--- src/rtl/uart_word_rx.sv ---
// 8N1 UART receiver that packs four bytes (first byte in [31:24]) into one word with a one-cycle strobe.
// Optional macro UART_WORD_TIMEOUT_EN drops a stale partial word after TIMEOUT_BITS idle bit-times.
module uart_word_rx #(
  parameter int CLKS_PER_BIT = 16,
  parameter int TIMEOUT_BITS = 40
) (
  input  logic        clk,
  input  logic        rst_n,
  input  logic        uart_rx,
  output logic [31:0] rx,
  output logic        rxValid,
  output logic        frame_err,
  output logic [1:0]  byte_cnt
);

  localparam int CW = $clog2(CLKS_PER_BIT) + 1;
  localparam logic [CW-1:0] HALF_LAST = CW'(CLKS_PER_BIT / 2 - 1);
  localparam logic [CW-1:0] FULL_LAST = CW'(CLKS_PER_BIT - 1);
  localparam logic [CW-1:0] CNT_ONE   = CW'(1);

  if (CLKS_PER_BIT < 4 || TIMEOUT_BITS < 1) begin : g_cfg_check
    $error("uart_word_rx: CLKS_PER_BIT must be >= 4 and TIMEOUT_BITS >= 1");
  end

  typedef enum logic [2:0] {
    IDLE      = 3'd0,
    START     = 3'd1,
    DATA      = 3'd2,
    STOP      = 3'd3,
    WAIT_IDLE = 3'd4
  } state_t;

  state_t          state_r, next_state_s;
  logic            sync1_r, sync2_r, line_d_r;
  logic [CW-1:0]   clk_cnt_r;
  logic [2:0]      bit_cnt_r;
  logic [7:0]      shift_r;
  logic [23:0]     pack_r;
  logic [1:0]      byte_cnt_r;
  logic [31:0]     rx_r;
  logic            rx_valid_r, frame_err_r;
  logic            start_s, tick_s, accept_s, bad_stop_s;

`ifdef UART_WORD_TIMEOUT_EN
  localparam int GAP_CYCLES = CLKS_PER_BIT * TIMEOUT_BITS;
  localparam int GW = $clog2(GAP_CYCLES + 1);
  localparam logic [GW-1:0] GAP_LAST = GW'(GAP_CYCLES - 1);
  localparam logic [GW-1:0] GAP_ONE  = GW'(1);
  logic [GW-1:0] gap_r;
`endif

  // Two-flop synchroniser plus one delayed copy for falling-edge detection.
  always_ff @(posedge clk or negedge rst_n) begin
    if (!rst_n) begin
      sync1_r  <= 1'b1;
      sync2_r  <= 1'b1;
      line_d_r <= 1'b1;
    end else begin
      sync1_r  <= uart_rx;
      sync2_r  <= sync1_r;
      line_d_r <= sync2_r;
    end
  end

  // Bit FSM state register.
  always_ff @(posedge clk or negedge rst_n) begin
    if (!rst_n) state_r <= IDLE;
    else        state_r <= next_state_s;
  end

  // Next-state logic and per-cycle sampling events.
  always_comb begin
    next_state_s = state_r;
    start_s      = 1'b0;
    tick_s       = 1'b0;
    accept_s     = 1'b0;
    bad_stop_s   = 1'b0;
    case (state_r)
      IDLE: begin
        if (line_d_r && !sync2_r) begin
          start_s      = 1'b1;
          next_state_s = START;
        end else begin
          next_state_s = IDLE;
        end
      end
      START: begin
        if (clk_cnt_r == HALF_LAST) begin
          tick_s       = 1'b1;
          next_state_s = sync2_r ? IDLE : DATA;
        end else begin
          next_state_s = START;
        end
      end
      DATA: begin
        if (clk_cnt_r == FULL_LAST) begin
          tick_s       = 1'b1;
          next_state_s = (bit_cnt_r == 3'd7) ? STOP : DATA;
        end else begin
          next_state_s = DATA;
        end
      end
      STOP: begin
        if (clk_cnt_r == FULL_LAST) begin
          tick_s = 1'b1;
          if (sync2_r) begin
            accept_s     = 1'b1;
            next_state_s = IDLE;
          end else begin
            bad_stop_s   = 1'b1;
            next_state_s = WAIT_IDLE;
          end
        end else begin
          next_state_s = STOP;
        end
      end
      WAIT_IDLE: begin
        if (sync2_r) next_state_s = IDLE;
        else         next_state_s = WAIT_IDLE;
      end
      default: next_state_s = IDLE;
    endcase
  end

  // Bit timing, byte shifting, word packing and registered strobes.
  always_ff @(posedge clk or negedge rst_n) begin
    if (!rst_n) begin
      clk_cnt_r   <= '0;
      bit_cnt_r   <= 3'd0;
      shift_r     <= 8'h00;
      pack_r      <= 24'h00_0000;
      byte_cnt_r  <= 2'd0;
      rx_r        <= 32'h0000_0000;
      rx_valid_r  <= 1'b0;
      frame_err_r <= 1'b0;
`ifdef UART_WORD_TIMEOUT_EN
      gap_r       <= '0;
`endif
    end else begin
      rx_valid_r  <= 1'b0;
      frame_err_r <= 1'b0;
      if (start_s || tick_s || state_r == IDLE || state_r == WAIT_IDLE) clk_cnt_r <= '0;
      else                                                                clk_cnt_r <= clk_cnt_r + CNT_ONE;
      if (start_s)                        bit_cnt_r <= 3'd0;
      else if (tick_s && state_r == DATA) bit_cnt_r <= bit_cnt_r + 3'd1;
      else                                bit_cnt_r <= bit_cnt_r;
      if (tick_s && state_r == DATA) shift_r <= {sync2_r, shift_r[7:1]};
      else                           shift_r <= shift_r;
      if (accept_s) begin
        pack_r <= {pack_r[15:0], shift_r};
        if (byte_cnt_r == 2'd3) begin
          rx_r       <= {pack_r, shift_r};
          rx_valid_r <= 1'b1;
          byte_cnt_r <= 2'd0;
        end else begin
          byte_cnt_r <= byte_cnt_r + 2'd1;
        end
      end else if (bad_stop_s) begin
        frame_err_r <= 1'b1;
        byte_cnt_r  <= 2'd0;
      end else begin
        byte_cnt_r  <= byte_cnt_r;
      end
`ifdef UART_WORD_TIMEOUT_EN
      // Gap counter only runs while a partial word waits in IDLE.
      if (start_s || state_r != IDLE || byte_cnt_r == 2'd0) begin
        gap_r <= '0;
      end else if (gap_r == GAP_LAST) begin
        gap_r      <= '0;
        byte_cnt_r <= 2'd0;
      end else begin
        gap_r <= gap_r + GAP_ONE;
      end
`endif
    end
  end

  assign rx        = rx_r;
  assign rxValid   = rx_valid_r;
  assign frame_err = frame_err_r;
  assign byte_cnt  = byte_cnt_r;

endmodule

--- config.mk ---
export PLATFORM = sky130hd
export DESIGN_NAME = uart_word_rx
export DESIGN_NICKNAME = d
export VERILOG_FILES = /design/src/rtl/uart_word_rx.sv
export SDC_FILE = /design/constraint.sdc
export NUM_CORES = 1
export LEC_CHECK = 0
export ABC_AREA = 1
export CORE_MARGIN = 2
export CORE_UTILIZATION = 38
export CTS_CLUSTER_DIAMETER = 120
export DETAILED_ROUTE_END_ITERATION = 12
export PLACE_DENSITY = 0.67
export SYNTH_ARGS = -nofsm -noshare
export SYNTH_HDL_FRONTEND = slang
export SYNTH_SLANG_ARGS = --single-unit
--- constraint.sdc ---
create_clock -name clk -period 2.1 [get_ports clk]
set_input_delay 0.42 -clock clk [delete_from_list [all_inputs] [get_ports clk]]
set_output_delay 0.42 -clock clk [all_outputs]
set_load 0.01 [all_outputs]
; Yosys cells after proc, flatten, opt, wreduce, memory -nomap -nowiden
; Index checks and enable logic that the tools add are counted.
[totals]
register_bits = 82
in_bits = 3
output_inout_bits = 36
[classes]
add_sub_neg = 3
n_eq_ne = 8
muxes = 29
n_reduce_logical = 11
[op_table]
columns = op, count
row1 = 2-to-1 mux 1 bit, 17
row2 = case mux 3 bit (5 select lines), 1
row3 = 2-to-1 mux 3 bit, 4
row4 = 2-to-1 mux 2 bit, 5
row5 = equality test 3 x 2 -> 1 bit (second input constant), 2
row6 = equality test 3 bit (second input constant), 2
row7 = adder 5 x 1 -> 5 bit (second input constant), 1
row8 = equality test 5 x 3 -> 1 bit (second input constant), 1
row9 = equality test 5 x 4 -> 1 bit (second input constant), 1
row10 = 2-to-1 mux 5 bit, 1
row11 = nonzero test 2 bit, 2
row12 = adder 3 x 1 -> 3 bit (second input constant), 1
row13 = equality test 3 x 1 -> 1 bit (second input constant), 1
row14 = logical NOT 3 bit, 1
row15 = logical OR 1 bit, 3
row16 = adder 2 x 1 -> 2 bit (second input constant), 1
row17 = equality test 2 bit (second input constant), 1
row18 = logical AND 1 bit, 2
row19 = case mux 1 bit (2 select lines), 1
row20 = AND reduction 2 bit, 1
row21 = OR reduction 2 bit, 1
row22 = logical NOT 1 bit, 1

; Logic depth before layout (Yosys ltp)
; Gate-level depths: netlist of the first run.
[depth]
depth_word = 8
ltp_mapped = 11
ltp_nobuf = 10

; Worst setup path after synthesis of the first run
; Ideal clock, no wire load.
[synth_path]
path_kind = reg2reg
startpoint = reg clk_cnt_r[0]
endpoint = reg pack_r[14]
setup_ps = 117
arrival_time_ps = 1552
required_time_ps = 1983
path_slack_ps = 431
path_stages_with_launch = 12
n_path_buf = 2
path_cell_list = dfrtp_1 ha_1 nand2_1 nor2_1 ha_1 nand2_1 inv_1 buf_2 nand2_4 buf_2 nand2_1 nand2_1
[synth_between]
elab_chain_cells = 3
[synth_rtl]
columns = element, line_no
row1 = from (decl), 35  ; logic [CW-1:0] clk_cnt_r;
row2 = from (signal assigned), 143  ; else clk_cnt_r <= clk_cnt_r + CNT_ONE;
row3 = equality test 5 x 4 -> 1 bit, 104  ; if (clk_cnt_r == FULL_LAST) begin
row4 = 2-to-1 mux 1 bit, 104
row5 = 2-to-1 mux 1 bit, 78  ; case (state_r)
row6 = to (signal assigned), 150  ; pack_r <= {pack_r[15:0], shift_r};
row7 = to (decl), 38  ; logic [23:0] pack_r;
; Every way passes these cells.
; A chain may end at the register's enable or synchronous reset.

; Final worst setup path of the first run
[layout_path]
startpoint = reg clk_cnt_r[0]
endpoint = reg pack_r[2]
; The elaborated chain is that of the path after synthesis.

==> out/metrics.cfg, run 1 <==
[detailed_routing]
antenna_left = 0
vias_per_cell = 4.75
vias = 2346
totalWireLength_um = 6040
wl_per_cell_um = 12.2
drt-pass1-iter-count = 6
drt_iter0_drc = 112
drc_errors = 0

[yosys]
post-synth-top-area-fraction_pct = 60.7
synth.avg_cell_area_um2 = 9.46
synthCells = 344
ys_seq_elements = 82
synth_top_area_cell = dfrtp_1
ys_warn_count = 0
synth-edff-count = 0
synth_area_um2 = 3250
synth.distinct_cells = 26
ys_seq_area_share_pct = 63.2
syn_nets = 352
ys.flop_type = dfrtp_1
synthTopCellsByArea = dfrtp_1 (61%), nand2_1 (17%), nand3_1 (4.5%)
synthArstFlopShare_pct = 100

[timing]
relSlewSlack_pct = 71.6
setup_viol = 0
fmax_mhz = 526
fin_skew_ns = 0.0117
slew_viol_final = 0
final.min_clock_period_ns = 1.90
tightest_slew_ns = 0.425
period_share_pct = 90.5
finalHoldViolations = 0

[cells_and_area]
final_common_cell = nand2_1
post-route-util_pct = 47.8
layout_common_cells = nand2_1 (146), dfrtp_1 (79), clkdlybuf4s50_1 (37)
instances_no_fill = 494
antennaDiodeCount = 0
final_nets = 392
final_layout_size_suffix_gt1_share_pct = 9.00
fillCellCount = 817
area_growth_pct = 21.3

[floorplan]
start_util_pct = 39.4
die_height_um = 96.5
core_um2 = 8260
pin_count = 39
dieArea_um2 = 9320
die_w_um = 96.5
std_cell_rows = 33

[critical_path]
ff2ff_setup_slack_ns = 0.20
endpoint_kind = flip-flop
crit_fanout = 32
crit_arrival_ns = 2.13
cp-start-kind = flip-flop
critPathLaunch = clk_cnt_r[0]$_DFF_PN0_
worstSetupPathType = flip-flop to flip-flop
r2r_start = clk_cnt_r[0]$_DFF_PN0_
cp.required_ns = 2.33

[place]
io_buffers = 38
dp_hpwl_um = 4130
placedCellCount = 478
gp_congestion = 0.855

[global_route]
first_global_vias = 2240
grt_overflow = 0
grt_max_degree = 40
grt_usage_pct = 14.4
grt_pass1_wl_um = 10100
antenna_found_initial = 0

[clock_tree]
clk_latency_ns = 0.35
clk_pin_slew_ns = 0.08
htree_levels = 3
post_cts_buffers = 0
cts_buffers = 9
cts_tree = yes
cts.repair.resized = 0
ctsRootBufferMaster = clkbuf_8
cts.sinks = 82
clockBufferDepth = 2
hold_buffers = 0

[outcome]
status = completed

[power_and_ir_drop]
power_density_nw_per_um2 = 815
power.leakage_nw = 2.01
irDropWorstVdd_mv = 0.377
power_mw = 3.22

[hold_path]
holdCritPathClass = input port to asynchronous set/reset pin

[run]
maxCapViolCount = 0

-- state kept, by name, summed over array words and instances (netlist names) --
| name | flops |
|---|---|
| line_d_r | 1 |
| sync1_r | 1 |
| state_r | 3 |
| pack_r | 24 |
| rxValid | 1 |
| shift_r | 8 |
| bit_cnt_r | 3 |
| clk_cnt_r | 5 |
| byte_cnt | 2 |
| frame_err | 1 |
| rx | 32 |
| sync2_r | 1 |
-- synthesized netlist by cell type, types with 2 or more instances --
master and number:
o21ai_0 16, clkbuf_1 3, buf_4 4, nand3_1 29
dfstp_2 3, nand2_1 146, ha_1 5, buf_2 5
dfrtp_1 79, o21ai_1 3, o21ai_2 5, inv_1 17
nor2_1 13, nand4_1 2, buf_6 3
-- metrics by stage --
step / setup slack [ns] / cell area [µm²] / hold slack (ns) / TNS (ns)
6_report: 0.200 / 3950 / 0.00131 / 0
5_1_grt: -0.00993 / 3950 / 0.00761 / -0.0255
4_1_cts: 0.128 / 3940 / 0.00336 / 0
3_5_place_dp: 0.151 / 3720 / 0.351 / 0
3_3_place_gp: 0.219 / 3720 / 0.347 / 0
2_1_floorplan: 0.431 / 3250 / 0.124 / 0
-- critical path, cell delays in order (launching register included) --
cell and delay [ns]:
dfrtp_1 0.38, ha_1 0.19, nand2_1 0.09, nor2_1 0.10, ha_1 0.23, nand2_1 0.08, inv_1 0.08, buf_4 0.25
nand2_8 0.18, nand2_1 0.14, o21ai_2 0.06
-- final timing paths --
kind / end / cells past startpoint
min in group clk: sync2_r$_DFF_PN1_ / 0
worst min-delay path: rx[31]$_DFFE_PN0P_ / 1
worst max register to register: pack_r[2]$_DFFE_PN0P_ / 10
worst max-delay path: pack_r[2]$_DFFE_PN0P_ / 10
max in group asynchronous: sync2_r$_DFF_PN1_ / 2
worst min register to register: sync2_r$_DFF_PN1_ / 0
-- area by class of cell --
type / instances / area [µm²] / area share [%]
flip-flops and latches: 82 / 2060 / 52.1
multi-input cells: 229 / 1040 / 26.3
repair buffers: 44 / 435 / 11.0
clock buffers: 12 / 145 / 3.68
well taps: 105 / 131 / 3.33
clock inverters: 4 / 73.8 / 1.87
inverters: 18 / 67.6 / 1.71
-- where the power goes --
group / leakage, nW / total, mW / switching (mW) / internal [mW]
clock: 0.111 / 1.24 / 0.537 / 0.706
combinational: 0.767 / 0.287 / 0.190 / 0.0974
sequential: 1.13 / 1.69 / 0.0554 / 1.63
total: 2.01 / 3.22 / 0.782 / 2.44
-- metal layers --
metal | vias up | part of all wire (%) | global-route usage (%)
li1 | 1165 | - | -
met1 | 1136 | 45 | 17.6
met2 | 39 | 50 | 23.8
met3 | 6 | 4.0 | 5.59
met4 | 0 | 1.1 | 3.87
met5 | - | 0 | 0
-- cells by family (layout without fill, tap and decap cells) --
group / after synthesis / after routing / synth area share (%)
AO/OA/AOI/OAI: 25 / 25 / 4.42
adder cells (fa/ha/maj): 5 / 5 / 1.92
flip-flops: 82 / 82 / 63.2
AND/OR/NAND/NOR: 197 / 197 / 24.8
XOR/XNOR: 2 / 2 / 0.538
buffers and inverters: 33 / 78 / 5.15
Note: power is estimated with default switching activity, not from simulation.
==> inputs of run 2 (changes only) <==
--- a/config.mk
+++ b/config.mk
@@ -6,7 +6,7 @@
 export NUM_CORES = 1
 export LEC_CHECK = 0
 export ABC_AREA = 1
-export CORE_MARGIN = 2
+export CORE_MARGIN = 4
 export CORE_UTILIZATION = 38
 export CTS_CLUSTER_DIAMETER = 120
 export DETAILED_ROUTE_END_ITERATION = 12
==> run 2 against run 1 <==
Clock-buffer cell count decreased by 3; die area up 8.5%; combinational power hardly changed; sequential share of layout area increased by 0.23 points; sequential cell count did not move; clock power down 5%.
==> out/metrics.cfg, run 2 (synthesized netlist as in run 1, its figures left out) <==
[clock_tree]
clk_latency_ns = 0.36
cts_tree = yes
cts.sinks = 82
clk_pin_slew_ns = 0.10
post_cts_buffers = 0
htree_levels = 3
clockBufferDepth = 2
cts_buffers = 9
ctsRootBufferMaster = clkbuf_8

[detailed_routing]
drt_iter0_drc = 120
vias_per_cell = 4.71
wl_per_cell_um = 12.3
vias = 2328
totalWireLength_um = 6060
drc_errors = 0
antenna_left = 0
drt-pass1-iter-count = 5

[cells_and_area]
final_layout_size_suffix_gt1_share_pct = 9.25
postLayoutCellArea_um2 = 3930
final_nets = 392
area_growth_pct = 20.8
largest_reg_flops = 32
layout_common_cells = nand2_1 (146), dfrtp_1 (79), clkdlybuf4s50_1 (37)
antennaDiodeCount = 0
final_common_cell = nand2_1
instances_no_fill = 494

[global_route]
grt_pass1_wl_um = 10700
antenna_found_initial = 0
first_global_vias = 2287
grt_overflow = 0
grt_max_degree = 52
grt_usage_pct = 13.3

[place]
placed_area_um2 = 3710
gp_congestion = 0.862
dp_slack_ns = 0.179
io_buffers = 38
placedCellCount = 477
dp_hpwl_um = 4160

[critical_path]
endpoint_kind = flip-flop
crit_path_max_incr_delay_ns = 0.41
crit_fanout = 26
cp_slowest_cell = dfrtp_1
cp-start-kind = flip-flop
cp_cell_sequence = ha_1 > nand2_1 > nor2_1 > ha_1 > nand2_1 > inv_1 > nand3_2 > clkinv_2 > nand2_1 > nand2_1
crit_arrival_ns = 2.18
cp.required_ns = 2.36
cp_common_cell = nand2_1
worstSetupPathType = flip-flop to flip-flop

[run]
maxCapViolCount = 0

[timing]
setup_viol = 0
rsz0062_at_grt = no
period_share_pct = 91.5
tightest_slew_ns = 0.417
fin_skew_ns = 0.0190
fin_ws_ns = 0.179
finalHoldViolations = 0
relSlewSlack_pct = 72.2
final.min_clock_period_ns = 1.92
fmax_mhz = 521
slew_viol_final = 0
fin_tns_setup_ns = 0

[floorplan]
start_util_pct = 39.4
core_um2 = 8260
die_height_um = 101
dieArea_um2 = 10100
die_w_um = 101
pin_count = 39
std_cell_rows = 33

[outcome]
status = completed

[power_and_ir_drop]
power_density_nw_per_um2 = 804
irDropWorstVdd_mv = 0.593
power.leakage_nw = 2.01

[hold_path]
holdCritPathClass = flip-flop to flip-flop

run 2: critical path: cells and delay by family (launching register included):
kind | cells | cell delay, ns
adder cells (fa/ha/maj) | 2 | 0.46
buffers and inverters | 2 | 0.36
flip-flops | 1 | 0.41
AND/OR/NAND/NOR | 6 | 0.58
run 2: final timing paths:
path / startpoint / end / slack, ns / cells after the start
min in group asynchronous: rst_n / rx[29]$_DFFE_PN0P_ / 0.53 / 2
max: clk_cnt_r[0]$_DFF_PN0_ / rx[12]$_DFFE_PN0P_ / 0.18 / 10
min reg2reg: sync1_r$_DFF_PN1_ / sync2_r$_DFF_PN1_ / 0.36 / 0
max in group asynchronous: rst_n / sync1_r$_DFF_PN1_ / 0.91 / 3
min: sync1_r$_DFF_PN1_ / sync2_r$_DFF_PN1_ / 0.36 / 0
max reg2reg: clk_cnt_r[0]$_DFF_PN0_ / rx[12]$_DFFE_PN0P_ / 0.18 / 10
run 2: layout make-up:
class                   count  area, µm²
clock inverters             7       82.6
repair buffers             44        438
flip-flops and latches     82       2060
well taps                 105        131
fillers                   816       4330
multi-input cells         229       1030
inverters                  18       68.8
clock buffers               9        124
run 2: layer usage:
metal,part of all wire (%),GRT usage [%]
met2,49,21.9
met1,44,16.4
met3,5.1,4.57
met5,0,0
met4,1.5,4.56
run 2: what timing repair did:
item	4_1_cts	5_1_grt
endpoints found under the hold margin	27	0
gates resized for setup	0	1
hold buffers	1	0
endpoints found under the setup margin	0	1
run 2: power by group:
part           leakage (nW)  switching, mW  total, mW  internal [mW]
Sequential             1.13         0.0566       1.69           1.63
Combinational         0.780          0.192      0.289         0.0974
Clock                0.0988          0.609       1.18          0.570
run 2: per-stage QoR:
step / util, % / hold slack [ns] / total power [mW]
2_1_floorplan: - / 0.124 / 1.92
3_3_place_gp: 45.0 / 0.347 / 2.00
3_5_place_dp: 45.0 / 0.348 / 2.01
4_1_cts: 47.6 / 0.361 / 3.21
5_1_grt: 47.6 / 0.369 / 3.32
6_report: 47.6 / 0.359 / 3.16
==> inputs of run 3 (changes only) <==
--- a/config.mk
+++ b/config.mk
@@ -6,7 +6,6 @@
 export NUM_CORES = 1
 export LEC_CHECK = 0
 export ABC_AREA = 1
-export CORE_MARGIN = 4
 export CORE_UTILIZATION = 38
 export CTS_CLUSTER_DIAMETER = 120
 export DETAILED_ROUTE_END_ITERATION = 12
@@ -14,3 +13,4 @@
 export SYNTH_ARGS = -nofsm -noshare
 export SYNTH_HDL_FRONTEND = slang
 export SYNTH_SLANG_ARGS = --single-unit
+export TNS_END_PERCENT = 100
==> run 3 against run 2 <==
Clock skew is 0.0061 ns lower; highest routed layer unchanged; sequential power hardly changed; critical path depth stayed put.
==> out/metrics.cfg, run 3 (synthesized netlist as in run 1, its figures left out) <==
[detailed_routing]
vias = 2310
totalWireLength_um = 5820
drt-pass1-iter-count = 4
drc_errors = 0
antenna_left = 0
drt-met1-wl_um = 2690
wl_met2_um = 2860
wl_per_cell_um = 11.8
vias_per_cell = 4.67
top_layer = met4
routed-wl-met3_um = 205
drt_iter0_drc = 178

[place]
dp_hpwl_um = 3950
io_buffers = 38
gp_congestion = 0.837
placed_area_um2 = 3720
dp_slack_ns = 0.203
placedCellCount = 478

[clock_tree]
cts.sinks = 82
clk_latency_ns = 0.35
cts_tree = yes
cts_buffers = 9
clk_pin_slew_ns = 0.08
ctsRootBufferMaster = clkbuf_8
htree_levels = 3
clockBufferDepth = 2

[cells_and_area]
postLayoutCellArea_um2 = 3910
final_common_cell = nand2_1
fillCellCount = 806
final_layout_size_suffix_gt1_share_pct = 9.23
antennaDiodeCount = 0
area_growth_pct = 20.1
instances_no_fill = 495
post-route-util_pct = 47.3
layout_common_cells = nand2_1 (146), dfrtp_1 (79), clkdlybuf4s50_1 (37)
largest_reg_flops = 32
final_nets = 393

[critical_path]
endpoint_kind = flip-flop
ff2ff_setup_slack_ns = 0.22
cp.required_ns = 2.34
crit_arrival_ns = 2.12
worstSetupPathType = flip-flop to flip-flop
crit_fanout = 26
cp-start-kind = flip-flop

[outcome]
status = completed

[timing]
setup_viol = 0
rsz0062_at_grt = no
period_share_pct = 89.6
slew_viol_final = 0
final.min_clock_period_ns = 1.88
tightest_slew_ns = 0.407
finalHoldViolations = 0
fin_tns_setup_ns = 0
fin_ws_ns = 0.219
relSlewSlack_pct = 72.9
fin_skew_ns = 0.0129
fmax_mhz = 532

[global_route]
antenna_found_initial = 0
grt_max_degree = 52
grt_pass1_wl_um = 10500
grt_overflow = 0
first_global_vias = 2324
grt_usage_pct = 15.2

[floorplan]
dieArea_um2 = 8940
pin_count = 39
core_um2 = 8260
start_util_pct = 39.4
die_height_um = 94.5
std_cell_rows = 33
die_w_um = 94.5

[power_and_ir_drop]
power_density_nw_per_um2 = 764
power.leakage_nw = 2.00
irDropWorstVdd_mv = 0.629

[run]
maxCapViolCount = 0

[hold_path]
holdCritPathClass = flip-flop to flip-flop

## run 3: final timing paths
check | end | start | cells after the start
max in group asynchronous | sync1_r$_DFF_PN1_ | rst_n | 3
min | sync2_r$_DFF_PN1_ | sync1_r$_DFF_PN1_ | 0
min in group asynchronous | rx[29]$_DFFE_PN0P_ | rst_n | 2
min reg2reg | sync2_r$_DFF_PN1_ | sync1_r$_DFF_PN1_ | 0
max | rx[10]$_DFFE_PN0P_ | clk_cnt_r[0]$_DFF_PN0_ | 10
max reg2reg | rx[10]$_DFFE_PN0P_ | clk_cnt_r[0]$_DFF_PN0_ | 10
## run 3: per-stage QoR
step	hold WS, ns	total power [mW]
after floorplan	0.124	1.92
after global placement	0.347	2.00
after detailed placement	0.349	2.01
after CTS	0.361	3.03
after global routing	0.364	3.15
final	0.359	2.99
## run 3: worst max-delay path, stage by stage, from the launching register on
cell	delay [ns]
dfrtp_1	0.40
ha_1	0.22
nand2_1	0.10
nor2_1	0.05
ha_1	0.23
nand2_1	0.07
inv_1	0.08
nand3_2	0.11
clkinv_2	0.28
nand2_1	0.16
nand2_1	0.06
## run 3: what timing repair did
action	in CTS	in global routing
setup endpoints to repair	0	18
endpoints found under the hold margin	17	0
resized for setup	0	1
hold buffers	1	0
buffers inserted	0	0
## run 3: area by class of cell
class,count,area (µm²),share of cell area [%]
Clock buffer,10,128,3.26
Clock inverter,6,50.0,1.28
Inverter,18,68.8,1.76
Multi-Input combinational cell,229,1030,26.4
Sequential cell,82,2060,52.6
Tap cell,105,131,3.36
Timing Repair Buffer,45,445,11.4
## run 3: where the power goes
part	internal, mW	leakage (nW)	switching (mW)
registers	1.63	1.13	0.0543
logic	0.0958	0.785	0.187
clock network	0.442	0.0835	0.572
total	2.17	2.00	0.814
## run 3: metal layers
| metal | vias to the layer above | global-route usage, % |
|---|---|---|
| li1 | 1168 | - |
| met1 | 1101 | 18.7 |
| met2 | 34 | 26.1 |
| met3 | 7 | 4.51 |
| met4 | 0 | 3.79 |
| met5 | - | 0 |
